**config.mk**
```make
export PLATFORM = sky130hd
export DESIGN_NAME = dpram_arbiter
export DESIGN_NICKNAME = d
export VERILOG_FILES = /design/src/rtl/dpram_arb_pkg.sv /design/src/rtl/dpram_arbiter_rr_arb2.sv /design/src/rtl/dpram_arbiter.sv
export SDC_FILE = /design/constraint.sdc
export NUM_CORES = 1
export LEC_CHECK = 0
export CORE_UTILIZATION = 45
export CTS_CLUSTER_SIZE = 24
export DETAILED_ROUTE_END_ITERATION = 7
export DONT_BUFFER_PORTS = 1
export GPL_TIMING_DRIVEN = 0
export PLACE_DENSITY = 0.64
export SYNTH_ARGS = -nofsm -noshare
export SYNTH_HDL_FRONTEND = slang
export SYNTH_SLANG_ARGS = --single-unit
```
**constraint.sdc**
```tcl
create_clock -name clk -period 1.1 [get_ports clk]
set_input_delay 0.275 -clock clk [delete_from_list [all_inputs] [get_ports clk]]
set_output_delay 0.275 -clock clk [all_outputs]
set_load 0.005 [all_outputs]
```
**src/rtl/dpram_arb_pkg.sv**
```systemverilog
// Shared definitions for the dual-port RAM arbiter.
// Holds the default widths, the requester IDs and the read-tag type.
package dpram_arb_pkg;

  localparam int AW_DEF = 3;
  localparam int DW_DEF = 16;

  localparam logic REQ_A = 1'b0;
  localparam logic REQ_B = 1'b1;

  // One entry of the read-return pipeline: valid bit plus owning requester
  typedef struct packed {
    logic vld;
    logic id;
  } rd_tag_t;

endpackage

```
**src/rtl/dpram_arbiter_rr_arb2.sv**
```systemverilog
// Two-way round-robin arbiter with a single preference pointer.
// After any grant the pointer moves to the other requester.
// Grants are forced low while rst is high.
module rr_arb2
  import dpram_arb_pkg::*;
(
  input  logic       clk,
  input  logic       rst,
  input  logic [1:0] req_i,
  output logic [1:0] gnt_o
);

  logic ptr_q;
  logic ptr_d;

  // Grant selection and pointer next-state
  always_comb begin
    gnt_o = 2'b00;
    ptr_d = ptr_q;
    if (!rst) begin
      if (req_i == 2'b11) begin
        gnt_o = (ptr_q == REQ_B) ? 2'b10 : 2'b01;
      end else begin
        gnt_o = req_i;
      end
      if (gnt_o[0]) begin
        ptr_d = REQ_B;
      end else if (gnt_o[1]) begin
        ptr_d = REQ_A;
      end
    end
  end

  // Preference pointer; reset prefers requester A
  always_ff @(posedge clk) begin
    if (rst) begin
      ptr_q <= REQ_A;
    end else begin
      ptr_q <= ptr_d;
    end
  end

endmodule

```
**src/rtl/dpram_arbiter.sv**
```systemverilog
// Two-requester scheduler for a dual-port RAM sharing one clock.
// Writes and reads are arbitrated independently, so one write and one
// read can be issued every cycle. Read data returns two cycles after
// grant with a valid pulse for the owner.
// Optional feature: define RAW_BYPASS_EN to forward the data of a write
// granted in the same cycle as a read of the same address.
module dpram_arbiter
  import dpram_arb_pkg::*;
#(
  parameter int AW = AW_DEF,
  parameter int DW = DW_DEF
) (
  input  logic          clk,
  input  logic          rst,
  input  logic          a_req,
  input  logic          a_we,
  input  logic [AW-1:0] a_addr,
  input  logic [DW-1:0] a_wdata,
  output logic          a_gnt,
  output logic          a_rvalid,
  input  logic          b_req,
  input  logic          b_we,
  input  logic [AW-1:0] b_addr,
  input  logic [DW-1:0] b_wdata,
  output logic          b_gnt,
  output logic          b_rvalid,
  output logic [DW-1:0] rdata,
  output logic          mem_wr_en,
  output logic [AW-1:0] mem_wr_addr,
  output logic [DW-1:0] mem_data_in,
  output logic          mem_rd_en,
  output logic [AW-1:0] mem_rd_addr,
  input  logic [DW-1:0] mem_data_out,
  output logic          mem_rst
);

  logic [1:0] wreq;
  logic [1:0] rreq;
  logic [1:0] wgnt;
  logic [1:0] rgnt;

  logic          wr_en_q,   wr_en_d;
  logic [AW-1:0] wr_addr_q, wr_addr_d;
  logic [DW-1:0] wr_data_q, wr_data_d;
  logic          rd_en_q,   rd_en_d;
  logic [AW-1:0] rd_addr_q, rd_addr_d;
  rd_tag_t       tag_p0_q,  tag_p0_d;
  rd_tag_t       tag_p1_q;

  assign wreq = {b_req &  b_we, a_req &  a_we};
  assign rreq = {b_req & ~b_we, a_req & ~a_we};

  rr_arb2 u_wr_arb (
    .clk   (clk),
    .rst   (rst),
    .req_i (wreq),
    .gnt_o (wgnt)
  );

  rr_arb2 u_rd_arb (
    .clk   (clk),
    .rst   (rst),
    .req_i (rreq),
    .gnt_o (rgnt)
  );

  // A requester sits in exactly one class per cycle, so OR-ing is safe
  assign a_gnt = wgnt[0] | rgnt[0];
  assign b_gnt = wgnt[1] | rgnt[1];

  // Select the granted command for each RAM port; addresses hold when idle
  always_comb begin
    wr_en_d   = |wgnt;
    wr_addr_d = wr_addr_q;
    wr_data_d = wr_data_q;
    rd_en_d   = |rgnt;
    rd_addr_d = rd_addr_q;
    tag_p0_d  = '{vld: |rgnt, id: rgnt[1] ? REQ_B : REQ_A};
    if (wgnt[1]) begin
      wr_addr_d = b_addr;
      wr_data_d = b_wdata;
    end else if (wgnt[0]) begin
      wr_addr_d = a_addr;
      wr_data_d = a_wdata;
    end
    if (rgnt[1]) begin
      rd_addr_d = b_addr;
    end else if (rgnt[0]) begin
      rd_addr_d = a_addr;
    end
  end

  // Stage p0: RAM command registers and first read-tag stage
  // Stage p1: read tag aligned with mem_data_out
  always_ff @(posedge clk) begin
    if (rst) begin
      wr_en_q   <= 1'b0;
      wr_addr_q <= '0;
      wr_data_q <= '0;
      rd_en_q   <= 1'b0;
      rd_addr_q <= '0;
      tag_p0_q  <= '0;
      tag_p1_q  <= '0;
    end else begin
      wr_en_q   <= wr_en_d;
      wr_addr_q <= wr_addr_d;
      wr_data_q <= wr_data_d;
      rd_en_q   <= rd_en_d;
      rd_addr_q <= rd_addr_d;
      tag_p0_q  <= tag_p0_d;
      tag_p1_q  <= tag_p0_q;
    end
  end

  assign mem_wr_en   = wr_en_q;
  assign mem_wr_addr = wr_addr_q;
  assign mem_data_in = wr_data_q;
  assign mem_rd_en   = rd_en_q;
  assign mem_rd_addr = rd_addr_q;
  assign mem_rst     = rst;

  assign a_rvalid = tag_p1_q.vld & (tag_p1_q.id == REQ_A);
  assign b_rvalid = tag_p1_q.vld & (tag_p1_q.id == REQ_B);

`ifdef RAW_BYPASS_EN
  logic          raw_hit;
  logic          raw_p0_q, raw_p1_q;
  logic [DW-1:0] byp_p0_q, byp_p1_q;

  assign raw_hit = (|wgnt) & (|rgnt) & (wr_addr_d == rd_addr_d);

  // Same-address hit flag, delayed to line up with the read return
  always_ff @(posedge clk) begin
    if (rst) begin
      raw_p0_q <= 1'b0;
      raw_p1_q <= 1'b0;
    end else begin
      raw_p0_q <= raw_hit;
      raw_p1_q <= raw_p0_q;
    end
  end

  // Copy of the write data travelling alongside the hit flag
  always_ff @(posedge clk) begin
    byp_p0_q <= wr_data_d;
    byp_p1_q <= byp_p0_q;
  end

  assign rdata = raw_p1_q ? byp_p1_q : mem_data_out;
`else
  assign rdata = mem_data_out;
`endif

endmodule

```
* Word level (Yosys, flattened, before mapping) *
Index checks and enable logic that the tools add are counted.

word-level totals
  flip-flop bits (word level) = 29
  output and inout bits = 45
  logic and storage cells = 48

operators by class
  eq/ne operators = 2
  mux-type cells = 19
  bitwise logic cells = 11
  reduce and logical (&&, ||, !) cells = 6

operators with widths
  operator                              count
  16-bit 2-to-1 mux                     2
  2-bit 2-to-1 mux                      8
  3-bit 2-to-1 mux                      4
  2-bit nonzero test                    4
  1-bit bitwise AND                     6
  1-bit 2-to-1 mux                      5
  2-bit == test, second input constant  2
  2-bit OR reduction                    2
  1-bit inverter                        3
  1-bit OR                              2

* Logic depth before layout (Yosys ltp) *
Gate-level depths: netlist of run 1.

  word-level depth = 8
  mapped depth = 5
  gate-level depth less buffers = 3

* Hierarchy *
A second synthesis of run 1 with hierarchy kept.

second synthesis, totals
  cells, all modules = 150
  area total of the unflattened synthesis = 1485.2 µm²

by module, submodules not included
  module         times used  cells each  area an instance (µm²)  seq. area each (µm²)
  dpram_arbiter  1           138         1362.6                  540.5
  rr_arb2        2           6           61.3                    20.0

* Worst setup path before layout of run 1 *
OpenSTA, ideal clock, no wires.

  path kind = input to output
  from = in a_we
  to = out b_gnt
  arrival time = 0.853 ns
  data required time = 0.825 ns
  path slack = -0.028 ns
  stages = 3
  cells stage by stage = nand2b_1 > o21ai_1 > a21oi_1

on the way
  word-level cells in the longest chain between the ends = 7
  elaborated cells on any way between the ends = 12
  those cells by class = eq/ne (2); mux (6); bitwise (4)

ends and longest elaborated chain
  item                            RTL line                     RTL
  start, declared                 dpram_arbiter.sv:16          input logic a_we,
  1-bit inverter                  dpram_arbiter.sv:51          assign rreq = {b_req & ~b_we, a_req & ~a_we};
  1-bit bitwise AND               dpram_arbiter.sv:51
  2-bit == test                   dpram_arbiter_rr_arb2.sv:21  if (req_i == 2'b11) begin
  2-bit 2-to-1 mux                dpram_arbiter_rr_arb2.sv:21
  2-bit 2-to-1 mux (2 in series)  dpram_arbiter_rr_arb2.sv:20  if (!rst) begin
  1-bit OR *                      dpram_arbiter.sv:69          assign b_gnt = wgnt[1] | rgnt[1];
  end, declared                   dpram_arbiter.sv:25          output logic b_gnt,

Every way passes the cells marked *; elsewhere a longest branch is shown, timed or not. The select of a mux whose other input is x is not followed.

* Final worst setup path of run 1 *
  from = reg u_wr_arb.ptr_q
  to = out b_gnt

on the way
  word-level cells in the longest chain between the ends = 5

ends and longest elaborated chain
  item                            RTL line                     RTL
  start, declared                 dpram_arbiter_rr_arb2.sv:13  logic ptr_q;
  start signal, assigned          dpram_arbiter_rr_arb2.sv:39  ptr_q <= ptr_d;
  2-bit 2-to-1 mux                dpram_arbiter_rr_arb2.sv:22  gnt_o = (ptr_q == REQ_B) ? 2'b10 : 2'b01;
  2-bit 2-to-1 mux                dpram_arbiter_rr_arb2.sv:21
  2-bit 2-to-1 mux (2 in series)  dpram_arbiter_rr_arb2.sv:20
  1-bit OR                        dpram_arbiter.sv:69

Every way passes these cells. The select of a mux whose other input is x is not followed.

==> results of run 1 <==
## flip-flops by register name, summed over array words and instances, names as in the netlist
signal / flops
mem_rd_addr: 3
u_wr_arb.ptr_q: 1
mem_wr_en: 1
mem_wr_addr: 3
tag_p0_q: 2
mem_data_in: 16
u_rd_arb.ptr_q: 1
tag_p1_q: 2
## synthesized netlist by cell type
library cell   instances
buf_6                  3
a21oi_1               23
buf_8                  1
nor2b_1                5
a311oi_1               1
nand2_1                1
nand2b_1               4
o221a_1               10
dfxtp_1               29
o21ai_1                1
dlygate4sd1_1          1
a211oi_1               1
a31oi_1                3
nand3_1                1
buf_4                 20
o211ai_1               1
a31o_1                 1
o21ai_0                1
a21o_1                 1
clkbuf_1               1
a22oi_1                1
inv_1                 22
nor2_1                 2
and2_1                 1
o221a_2               12
## cell usage in the layout, fill, tap and decap left out, types with 2 or more instances in the layout
cell / n
clkbuf_4: 5
a31oi_1: 3
clkinv_2: 2
o221a_1: 10
inv_1: 22
buf_6: 4
clkbuf_1: 2
a21oi_1: 21
o221a_2: 3
o221a_4: 9
dfxtp_1: 25
buf_4: 22
dfxtp_2: 3
nor2b_1: 4
nor2_1: 2
nand2b_1: 3
## cells by family after synthesis
logic type             Yosys count
AOI/OAI and AO/OA               56
buffers and inverters           48
DFF                             29
and+or+nand+nor                 14
## power by group through the flow
stage	clock network (uW)	logic, uW	registers [uW]
2_1_floorplan	0	280	1210
3_3_place_gp	0	319	1220
6_report	600	405	1200
3_5_place_dp	0	327	1230
4_1_cts	622	397	1200
5_1_grt	677	446	1210
## final cells by class
type | instances | area (um2) | area share (%)
Inverter | 22 | 82.6 | 4.89
Buffer | 25 | 204 | 12.1
Sequential cell | 29 | 588 | 34.8
Clock buffer | 6 | 41.3 | 2.44
Timing Repair Buffer | 6 | 81.3 | 4.81
Multi-Input combinational cell | 70 | 644 | 38.1
Clock inverter | 2 | 10.0 | 0.592
Tap cell | 31 | 38.8 | 2.29
## layer usage
layer	GRT usage [%]	vias up	routed length, um
met2	35.0	77	1720
li1	-	531	-
met5	0	-	0
met3	10.0	2	344
met4	5.23	0	8
met1	20.7	504	1180
## metrics by stage
step	setup WS (ns)	TNS, ns	std cells	instance area (um2)	utilization, %
floorplan	0.0178	0	147	1400	-
global placement	-0.0859	-0.333	178	1440	50.3
detailed placement	-0.0984	-0.433	178	1440	50.3
CTS	-0.253	-0.654	191	1660	58.2
global route	-0.306	-1.47	191	1690	59.3
finish	-0.246	-0.637	191	1690	59.3
## timing repair
item,in CTS,in global routing
buffers inserted,5,0
cloned,1,0
endpoints found under the setup margin,15,23
resized for setup,20,6
hold buffers,0,0
pin swaps,11,4
## path summary, 6_finish.rpt
check                                                    to  slack, ns  depth (start not counted)
worst max register to register  mem_data_in[5]$_SDFFE_PP0P_      -0.04                          4
worst min register to register       tag_p1_q[0]$_SDFF_PP0_       0.45                          1
worst max-delay path                                  b_gnt      -0.25                          3
worst min-delay path            u_wr_arb.ptr_q$_SDFFE_PP0P_       0.05                          1
==> results.md, run 1 <==
Timing:
- The post-route clock period utilization is 122%.
- The maximum operating frequency is 743 MHz.
- The smallest setup slack after layout is -0.246 ns.
- The final count of pins violating max slew is 0.
- The worst path in the final design needs a cycle of ~1.3 ns, including I/O delays and setup.
- Setup repair after global routing could not meet its margin everywhere.
- Setup violations remaining at the end of the flow were counted as 15.
- Final hold analysis gives a worst-case slack of 0.0511 ns.
- The number of hold violations in the final report came to 0.
- At the pin with the least slew margin, the transition time is 0.415 ns.
- Across the routed clock network, the largest skew measured is 0.00578 ns.
- The worst pin sits at a relative slew slack of 72.3%.

CTS:
- The clock transition at the registers of the reported paths is 0.08 ns.
- The source-to-sink clock delay at the later pin of the worst-skew pair is between 0.3 and 0.4 ns.
- The number of H-tree levels is 2.
- TritonCTS built the clock tree.
- In this run, CTS created clock tree buffers numbering 5.
- The tree is rooted in a clkbuf_4.
- The maximum buffer depth of the clock tree is 2.
- The clock net sink count is 29.

Power:
- The maximum resistive drop on vdd is 692 uV.
- The overall power consumption is ~2200 uW.
- Per report_power, the clock group accounts for 27.2% of the total.
- The leakage power is about 0.00068 uW.
- In this run, flip-flops and latches consume 54.5% of the power.
- Summed over all nets, the switching power comes to ~600 uW.
- The internal portion of the total power is 1610 uW.
- Power spread over the standard cell area amounts to between 1000 and 1500 nW/um2.
- Combinational logic burns 18.4% of the power.
- Of the total power, the share spent switching nets is 27.0%.

Route:
- The DRC violation count after routing is 8.
- The number of violations reported at the end of detailed-routing iteration 0 is 26.
- The vias per cell is 5.83.
- The post-detailed-route count of antenna-violating nets is 0.
- The wire length per cell is about 17 um.
- The pre-antenna-repair detailed-routing pass consisted of 6 iterations.
- The via count is between 1000 and 1500.
- The overall routed net length is 3260 um.

Yosys:
- The largest family of logic cells by synthesized area is compound AO/OA/AOI/OAI gates.
- The synthesized netlist devotes 31.5% of its cell area to compound gates.
- Yosys printed 0 warnings.
- The number of different library cells used by synthesis comes to 25.
- After synthesis, the largest area contributor takes up 41.7% of total cell area.
- Sequential cells were found to cover 41.7% of the synthesized design area.
- The share of synthesized cell area in and, or, nand and nor gates is 5.66%.
- The cell area that synthesis handed to floorplanning was 1390 um2.
- Summing the areas of all fa, ha and maj instances in the mapped netlist gives 0% of the synthesized area.
- Counting every net in the synthesized netlist gives roughly 210.
- Multiplexer cells account for 0% of the synthesized area.
- The per-instance average area after synthesis is 9.47 um2.
- The library cell occupying the most area in the post-synthesis netlist is dfxtp_1.
- The flop and latch count out of synthesis is 29.
- The xor-xnor portion of the synthesized cell area is 0%.
- By area the synthesized netlist is led by dfxtp_1 42%, buf_4 11%, o221a_2 9.7%.
- The number of standard cells after synthesis is 147.

Floorplan:
- The floorplan step set the die width to 57.6 um.
- The area of the die is 3320 um2.
- The effective utilization at floorplan is 48.8%.
- The core footprint is 2850 um2.
- After floorplanning, the core was divided into 19 placement rows.
- The die span in y is between 50 and 60 um.
- During I/O placement, the number of pins put on the boundary was 105.

Final layout:
- The share of layout cells above drive strength 1 is 36.9%.
- The area added between synthesis and finish is 21.4%.
- 0 antenna diodes ended up in the layout.
- The number of nets in the layout is 219.
- The number of inserted filler cells in the final layout is roughly 260.

Outcome:
- The flow ran to the end, but the final reports show violations.
- The checks that failed: design-rule violations, negative setup slack.

Global route:
- The number of global-route vias before repair was 1052.
- The first global-routing pass estimated 4850 um of wire.
- The number of antenna violations at the first check in global routing is 0.
- The residual overflow from global routing is 0.
- The maximum number of pins on one net before global-route repair is 11.
- The global routing usage summed across all routing layers is 19.8%.

Critical path:
- The worst setup path is captured at an output pin.
- The reg-to-reg critical path startpoint is u_wr_arb.ptr_q$_SDFFE_PP0P_.
- The worst endpoint required time is around 0.8 ns.
- On the worst path, the slowest cell contributes a delay of 0.34 ns.
- Among all stages on the critical path, the largest delay is contributed by dfxtp_2.
- The peak fanout along the critical path is 4.
- The kind of cell with the highest combined delay along the critical path is flip-flops.
- The combined buffer and inverter count along the critical path is 1.
- The critical path goes through o211ai_1, buf_4, a21oi_4.
- The worst setup path startpoint is u_wr_arb.ptr_q$_SDFFE_PP0P_.
- The arrival time at the worst endpoint is 1.07 ns.
- STA classifies the critical path startpoint as a register.
- The worst setup path is of the reg -> out kind.

Placement:
- The estimated wirelength of the detail-placed design is between 2000 and 2500 um.
- The final RePlAce weighted congestion is a little over 0.7.
- The number of port buffers is 0.

Hold path:
- The path class of the lowest-slack min-delay path is in -> reg.
- The worst hold path begins at b_we.

Flow run:
- Across the run, the number of max-cap violations was 0.
Note: power is estimated with default switching activity, not from simulation.
==> inputs of run 2 (changes only) <==
- CAP_MARGIN: not set -> 20
- CTS_CLUSTER_SIZE: 24 -> 10
==> results of run 2 <==
Same layout as run 1: the final DEF is identical, and so are final timing and power.
==> inputs of run 3 (changes only) <==
- CTS_CLUSTER_DIAMETER: not set -> 40
==> results of run 3 <==
Same layout as run 1: the final DEF is identical, and so are final timing and power.
